==> src/rtl/ex_stage_mc.sv <==
// Execute stage: single-cycle ALU/branch/jal path plus an iterative
// multiply (shift-add) and unsigned restoring divide sharing one counter.
//
// state | meaning
// IDLE  | accepting; single-cycle ops complete the following cycle
// MUL   | shift-add multiply in progress, one multiplier bit per cycle
// DIV   | restoring divide in progress, one quotient bit per cycle
module ex_stage_mc #(
  parameter int XLEN = 32,
  parameter int OPW  = 4
) (
  input  logic            clk,
  input  logic            rst,
  input  logic            in_valid,
  output logic            in_ready,
  input  logic [XLEN-1:0] pc,
  input  logic [XLEN-1:0] oper1,
  input  logic [XLEN-1:0] oper2,
  input  logic [OPW-1:0]  alu_op,
  input  logic            is_beq,
  input  logic            is_bne,
  input  logic            is_blt,
  input  logic            is_bge,
  input  logic            is_jal,
  input  logic            is_mul,
  input  logic            is_div,
  input  logic            is_rem,
  input  logic            predicted,
  input  logic            flush,
  output logic            out_valid,
  output logic [XLEN-1:0] alu_out,
  output logic            wrong_prediction
);

  localparam int SHW = $clog2(XLEN);

  typedef enum logic [1:0] {IDLE, MUL, DIV} state_t;

  state_t          state;
  logic [SHW-1:0]  count;
  // mc_a: multiplicand (shifted left) or divisor
  // mc_b: multiplier (shifted right) or dividend/quotient
  // mc_acc: product accumulator or partial remainder
  logic [XLEN-1:0] mc_a;
  logic [XLEN-1:0] mc_b;
  logic [XLEN-1:0] mc_acc;
  logic            want_rem;

  logic            accept;
  logic [XLEN-1:0] alu_res;
  logic [XLEN-1:0] single_res;
  logic            is_branch;
  logic            taken;
  logic            lt_signed;
  logic [SHW-1:0]  shamt;

  logic [XLEN-1:0] mul_acc_nxt;
  logic [XLEN:0]   rem_sh;
  logic            div_ge;
  logic [XLEN-1:0] rem_nxt;
  logic [XLEN-1:0] quo_nxt;

  assign in_ready = (state == IDLE) && !flush;
  assign accept   = in_valid && in_ready;

  // Single-cycle result and branch resolution
  always_comb begin
    shamt     = oper2[SHW-1:0];
    lt_signed = $signed(oper1) < $signed(oper2);
    alu_res   = oper1 + oper2;
    case (alu_op)
      OPW'(1): alu_res = oper1 - oper2;
      OPW'(2): alu_res = oper1 & oper2;
      OPW'(3): alu_res = oper1 | oper2;
      OPW'(4): alu_res = oper1 ^ oper2;
      OPW'(5): alu_res = oper1 << shamt;
      OPW'(6): alu_res = oper1 >> shamt;
      OPW'(7): alu_res = $signed(oper1) >>> shamt;
      OPW'(8): alu_res = {{(XLEN-1){1'b0}}, lt_signed};
      OPW'(9): alu_res = {{(XLEN-1){1'b0}}, oper1 < oper2};
      default: alu_res = oper1 + oper2;
    endcase
    is_branch = is_beq | is_bne | is_blt | is_bge;
    taken     = (is_beq & (oper1 == oper2)) | (is_bne & (oper1 != oper2)) |
                (is_blt & lt_signed) | (is_bge & !lt_signed) | is_jal;
    if (is_jal)         single_res = pc + XLEN'(1);
    else if (is_branch) single_res = oper1 - oper2;
    else                single_res = alu_res;
  end

  // One multiply / divide iteration
  always_comb begin
    mul_acc_nxt = mc_acc + (mc_b[0] ? mc_a : '0);
    rem_sh      = {mc_acc, mc_b[XLEN-1]};
    div_ge      = rem_sh >= {1'b0, mc_a};
    rem_nxt     = div_ge ? rem_sh[XLEN-1:0] - mc_a : rem_sh[XLEN-1:0];
    quo_nxt     = {mc_b[XLEN-2:0], div_ge};
  end

  // Stage FSM, iteration datapath and registered outputs
  always_ff @(posedge clk or posedge rst) begin
    if (rst) begin
      state            <= IDLE;
      count            <= '0;
      mc_a             <= '0;
      mc_b             <= '0;
      mc_acc           <= '0;
      want_rem         <= 1'b0;
      out_valid        <= 1'b0;
      alu_out          <= '0;
      wrong_prediction <= 1'b0;
    end else if (flush) begin
      state            <= IDLE;
      count            <= '0;
      out_valid        <= 1'b0;
      wrong_prediction <= 1'b0;
    end else begin
      out_valid        <= 1'b0;
      wrong_prediction <= 1'b0;
      case (state)
        IDLE: begin
          if (accept) begin
            if (is_mul) begin
              state  <= MUL;
              count  <= SHW'(XLEN-1);
              mc_a   <= oper1;
              mc_b   <= oper2;
              mc_acc <= '0;
            end else if (is_div || is_rem) begin
              state    <= DIV;
              count    <= SHW'(XLEN-1);
              mc_a     <= oper2;
              mc_b     <= oper1;
              mc_acc   <= '0;
              want_rem <= is_rem;
            end else begin
              out_valid        <= 1'b1;
              alu_out          <= single_res;
              wrong_prediction <= (is_branch | is_jal) & (taken ^ predicted);
            end
          end
        end
        MUL: begin
          mc_acc <= mul_acc_nxt;
          mc_a   <= mc_a << 1;
          mc_b   <= mc_b >> 1;
          if (count == '0) begin
            state     <= IDLE;
            out_valid <= 1'b1;
            alu_out   <= mul_acc_nxt;
          end else begin
            count <= count - SHW'(1);
          end
        end
        DIV: begin
          mc_acc <= rem_nxt;
          mc_b   <= quo_nxt;
          if (count == '0) begin
            state     <= IDLE;
            out_valid <= 1'b1;
            alu_out   <= want_rem ? rem_nxt : quo_nxt;
          end else begin
            count <= count - SHW'(1);
          end
        end
        default: state <= IDLE;
      endcase
    end
  end

endmodule

==> config.mk <==
export PLATFORM = sky130hd
export DESIGN_NAME = ex_stage_mc
export DESIGN_NICKNAME = d
export VERILOG_FILES = /design/src/rtl/ex_stage_mc.sv
export SDC_FILE = /design/constraint.sdc
export NUM_CORES = 1
export LEC_CHECK = 0
export ABC_AREA = 1
export BUFFER_PORTS_ARGS = -buffer_cell sky130_fd_sc_hd__buf_4
export CAP_MARGIN = 15
export CELL_PAD_IN_SITES_DETAIL_PLACEMENT = 0
export CELL_PAD_IN_SITES_GLOBAL_PLACEMENT = 1
export CORE_MARGIN = 2
export CORE_UTILIZATION = 45
export CTS_BUF_LIST = sky130_fd_sc_hd__clkbuf_8
export DETAILED_ROUTE_END_ITERATION = 8
export PLACE_DENSITY_LB_ADDON = 0.2
export SLEW_MARGIN = 30
export SYNTH_ARGS = -nofsm -noshare
export SYNTH_HDL_FRONTEND = slang
export SYNTH_SLANG_ARGS = --single-unit
==> constraint.sdc <==
create_clock -name clk -period 9.7 [get_ports clk]
set_input_delay 1.94 -clock clk [delete_from_list [all_inputs] [get_ports clk]]
set_output_delay 1.94 -clock clk [all_outputs]
set_load 0.005 [all_outputs]
Yosys cells after proc, flatten, opt, wreduce, memory -nomap -nowiden
Cells that the tools add are included.

Muxes and demuxes: 47. Magnitude comparators: 3. Bitwise gates (word level): 19. Add/subtract/negate cells: 6. Shift operators: 3. Eq/ne operators: 23. Reductions and logical operators: 17.

Operators with widths (number): $mux W32 (19); $pmux W32 S3 (3); $pmux W32 S9 (1); $add A32 B32 Y32 (2); $lt A32 B32 Y1 (2); $pmux W32 S2 (1); $sub A32 B32 Y32 (2); $ge A33 B32 Y1 (1); $add A32 B1 Y32 const B (1); $and A32 B32 Y32 (1); $eq A32 B32 Y1 (1); $ne A32 B32 Y1 (1); $or A32 B32 Y32 (1); $shl A32 B5 Y32 (1); $shr A32 B5 Y32 (1); $sshr A32 B5 Y32 (1); $xor A32 B32 Y32 (1); $mux W5 (5); $eq A4 B3 Y1 const B (4); $reduce_and A4 Y1 (3); $mux W1 (10); $mux W2 (5); $ne A2 B2 Y1 const B (5); $pmux W5 S2 (1); other kinds (27) (45).

Register bits: 138.

Longest topological paths before layout
Depth after elaboration: 13. Mapped depth: 24.

Worst setup path before layout
No wires, ideal clock.

Path kind: input to register. From: input oper2[3]. To: register alu_out[30]. Required time: 9583 ps. Library setup time: 117 ps. Data arrival time: 4342 ps. Setup slack: 5241 ps. Stages on the path: 24. Cells stage by stage: clkbuf_1 inv_2 buf_1 buf_2 ha_1 buf_2 inv_1 nor2_1 a21oi_1 nand2_1 nand2_1 nand2_1 nand2_1 nand2_1 nand2_1 nand2_1 nand2_1 nand2_1 nand2_1 inv_1 nand2_1 nand2_1 nand3_1 nand2_1.

Longest elaborated chain between the ends: 8. Elaborated cells on any way between the ends: 12.

RTL lines: start, declared (line 18) `input logic [XLEN-1:0] oper2,`; $add A32 B32 Y32, or another cell as far along (line 81) `default: alu_res = oper1 + oper2;`; $pmux W32 S9 (line 71) `case (alu_op)`; $mux W32 * (line 87) `else if (is_branch) single_res = oper1 - oper2;`; $mux W32 * (line 86) `if (is_jal) single_res = pc + XLEN'(1);`; $mux W32 * (line 129) `end else if (is_div || is_rem) begin`; $mux W32 * (line 123) `if (is_mul) begin`; $mux W32 * (line 122) `if (accept) begin`; $pmux W32 S3 * (line 120) `case (state)`; end signal, assigned (line 138) `alu_out <= single_res;`; end signal, assigned (line 150) `alu_out <= mul_acc_nxt;`; end signal, assigned (line 161) `alu_out <= want_rem ? rem_nxt : quo_nxt;`; end, declared (line 31) `output logic [XLEN-1:0] alu_out,`.

Mark *: on every way between the ends. The rest lies on a longest branch, timed or not. The select of a mux whose other input is x is not followed. A chain may end at the register's enable or synchronous reset.

Worst setup path after layout
From: input oper1[31]. To: register wrong_prediction.

Longest elaborated chain between the ends: 13. Elaborated cells on any way between the ends: 19.

RTL lines: start, declared (line 17) `input logic [XLEN-1:0] oper1,`; branches (longest 4 deep; another with $lt A32 B32 Y1); $or A1 B1 Y1 * (2 in series) (line 85) `(is_blt & lt_signed) | (is_bge & !lt_signed) | is_jal;`; $xor A1 B1 Y1 * (line 139) `wrong_prediction <= (is_branch | is_jal) & (taken ^ predicted);`; $and A1 B1 Y1 * (line 139); $mux W1 * (line 129); $mux W1 * (line 123); $mux W1 * (line 122); $mux W1 * (line 120); $mux W1 * (line 112) `end else if (flush) begin`; end signal, assigned (line 139); end, declared (line 32) `output logic wrong_prediction`.

Mark *: on every way between the ends.

==> results_dict.tcl <==
set metrics [dict create \
    vias_per_cell 6.01 \
    hp-class "flip-flop to flip-flop" \
    endpoint_kind "flip-flop" \
    finalCritPeriodShare_pct 52.0 \
    grt_max_degree 90 \
    pre_cts_ws_ns 4.27 \
    grt_pass1_vias 26900 \
    placedInstanceArea_mm2 0.0251 \
    yosysWarnings 0 \
    dieArea_mm2 0.0545 \
    cp.required_ns 10.09 \
    finalSetupTns_ns 0 \
    final.min_clock_period_ns 5.04 \
    cts_max_level 4 \
    drive_above_1_share_pct 6.63 \
    drcViolationCount 0 \
    clockRootBuffer "clkbuf_8" \
    fmax_mhz 198 \
    synth_top_area_share_pct 21.8 \
    clock_path_buffers 2 \
    multiInputGateArea_mm2 0.0173 \
    synth_cells 4306 \
    yosysSeqAreaShare_pct 14.6 \
    r2r_slack_ns 6.01 \
    synth_edf_count 0 \
    dp_hpwl_mm 100 \
    seq_area_mm2 0.00345 \
    fin_area_mm2 0.0255 \
    clock_sinks 138 \
    track_usage_pct 44.7 \
    dp.cells 4982 \
    start_util_pct 45.3 \
    drt_iter0_drc 3975 \
    clk_latency_ns 0.51 \
    crit_path_start_kind "input port" \
    die-height_um 233 \
    finalHoldViolCount 0 \
    hold_buffers 0 \
    synth.area.top_cells "nand2_1 (22%), dfrtp_1 (15%), nand3_1 (12%)" \
    grt_pass1_wl_mm 178 \
    dr.pass1.iters 6 \
    drv_slew 0 \
    async_flop_share_pct 100 \
    antenna_found_initial 3 \
    gr-total-overflow 0 \
    synth.avg_cell_area_um2 5.50 \
    finalNetCount 4597 \
    synth_common_cells "nand2_1 (1374), nand3_1 (546), inv_1 (540)" \
    gp_congestion 1.10 \
    rows 84 \
    netlist_area_mm2 0.0237 \
    yosysUniqueCellTypes 53 \
    area_growth_syn_to_layout_pct 7.79 \
    setup-violations-final 0 \
    die_x_um 233 \
    cts_tree "done" \
    finClkSkew_ns 0.0170 \
    slew_headroom_pct 30.4 \
    core_mm2 0.0523 \
    yosysMostFrequentCell "nand2_1" \
    io_buffers 147 \
    ir_worst_vdd_mv 0.222 \
    clk_pin_slew_ns 0.08 \
    cts_buffers 17 \
    crit_fanout 11 \
    ys_seq_elements 138 \
    routed_wirelength_mm 125 \
    arrival_ns 5.43 \
    route.vias.total 30100 \
    ant_nets 0 \
    routedWlPerCell_um 24.8 \
    power.leakage_nw 13.6 \
    nFillCells 5923 \
    io_pins 148 \
    postCtsSetupBuffers 0 \
    rsz0062_at_grt "false" \
    outcome "finished, final reports clean" \
    syn-num-nets 4590 \
    power-per-cell-area_mw_per_mm2 200 \
    crit_type "input port to flip-flop" \
    drv_cap 0 \
    fin_cells 5017 \
    synth_top_area_cell "nand2_1" \
    cts.repair.resized 0 \
    holdWs_ns 0.496 \
    worstMarginPinSlew_ns 1.04 \
    layout_setup_ws_ns 4.66 \
    synthFlopType "dfrtp_1" \
]
area by class of cell:
type | instances | share of cell area [%]
antenna | 3 | 0.0294
timing repair buffer | 176 | 5.17
tap | 688 | 3.37
clock inverter | 14 | 0.808
multi-input combinational | 3423 | 67.9
inverter | 557 | 8.22
clock buffer | 18 | 0.970
sequential | 138 | 13.5
critical path: stages:
cell and delay [ns]:
buf_4 0.23, inv_1 0.15, ha_1 0.53, inv_1 0.50, nand3_1 0.18, nor2_1 0.17, nand2_1 0.21, nor3_1 0.76
o21ai_0 0.17, nor2_1 0.11, nand3_1 0.21, o21ai_1 0.20, a21oi_1 0.05
logic make-up after synthesis:
family | count (synthesis) | share of synthesized area, %
adders and majority gates | 171 | 9.16
xor gates and xnor gates | 44 | 1.63
DFF | 138 | 14.6
AOI/OAI and AO/OA | 822 | 19.8
and+or+nand+nor | 2386 | 42.6
buffers and inverters | 745 | 12.3
worst paths after layout:
kind | to | from | cells past startpoint
worst max-delay path | wrong_prediction | oper1[31] | 13
worst min-delay path | alu_out[24] | alu_out[24] | 2
worst max register to register | alu_out[24] | mc_a[25] | 16
worst min register to register | alu_out[24] | alu_out[24] | 2
max in group asynchronous | alu_out[26] | rst | 3
min in group asynchronous | mc_a[8] | rst | 2
routing by layer:
metal / share of wire (%) / global-route usage [%] / vias up / wire [µm]
met3: 9.1 / 5.94 / 314 / 11400
met4: 8.6 / 33.0 / 4 / 10700
met5: 0.017 / 0 / - / 21
li1: - / - / 14100 / -
met1: 39 / 57.1 / 13900 / 48400
met2: 43 / 68.9 / 1760 / 54000
metrics by stage:
stage	util (%)	total power [mW]
final	48.8	5.10
after global routing	48.8	5.42
after CTS	48.8	4.99
after detailed placement	47.9	4.42
after global placement	47.9	4.41
after floorplan	-	3.17
where the power goes:
group	switching (mW)	leakage, nW	total, mW	internal (mW)
sequential	0.187	1.77	0.977	0.790
clock	0.268	0.231	0.560	0.293
combinational	2.55	11.6	3.56	1.01
total	3.00	13.6	5.10	2.09
state kept, by name, indices dropped and copies added (netlist names):
| signal | flops |
|---|---|
| alu_out | 32 |
| count | 5 |
| mc_a | 32 |
| mc_acc | 32 |
| mc_b | 32 |
| out_valid | 1 |
| state | 2 |
| want_rem | 1 |
| wrong_prediction | 1 |
placed cells by master (no fill, tap or decap), drive strengths merged, types with 14 or more instances in the layout:
cell,synthesis,layout
nand2,1387,1387
inv,553,558
nand3,552,552
nor2,306,306
o21ai,306,306
a21oi,285,285
buf,85,176
ha,167,167
dfrtp,138,138
o211ai,113,113
nor3,48,48
o22ai,48,48
nand4,36,36
o21bai,25,25
xor2,24,24
xnor2,20,20
clkbuf,103,18
nor4,15,15
or2,14,14
Power figures use the tool's default switching activity.
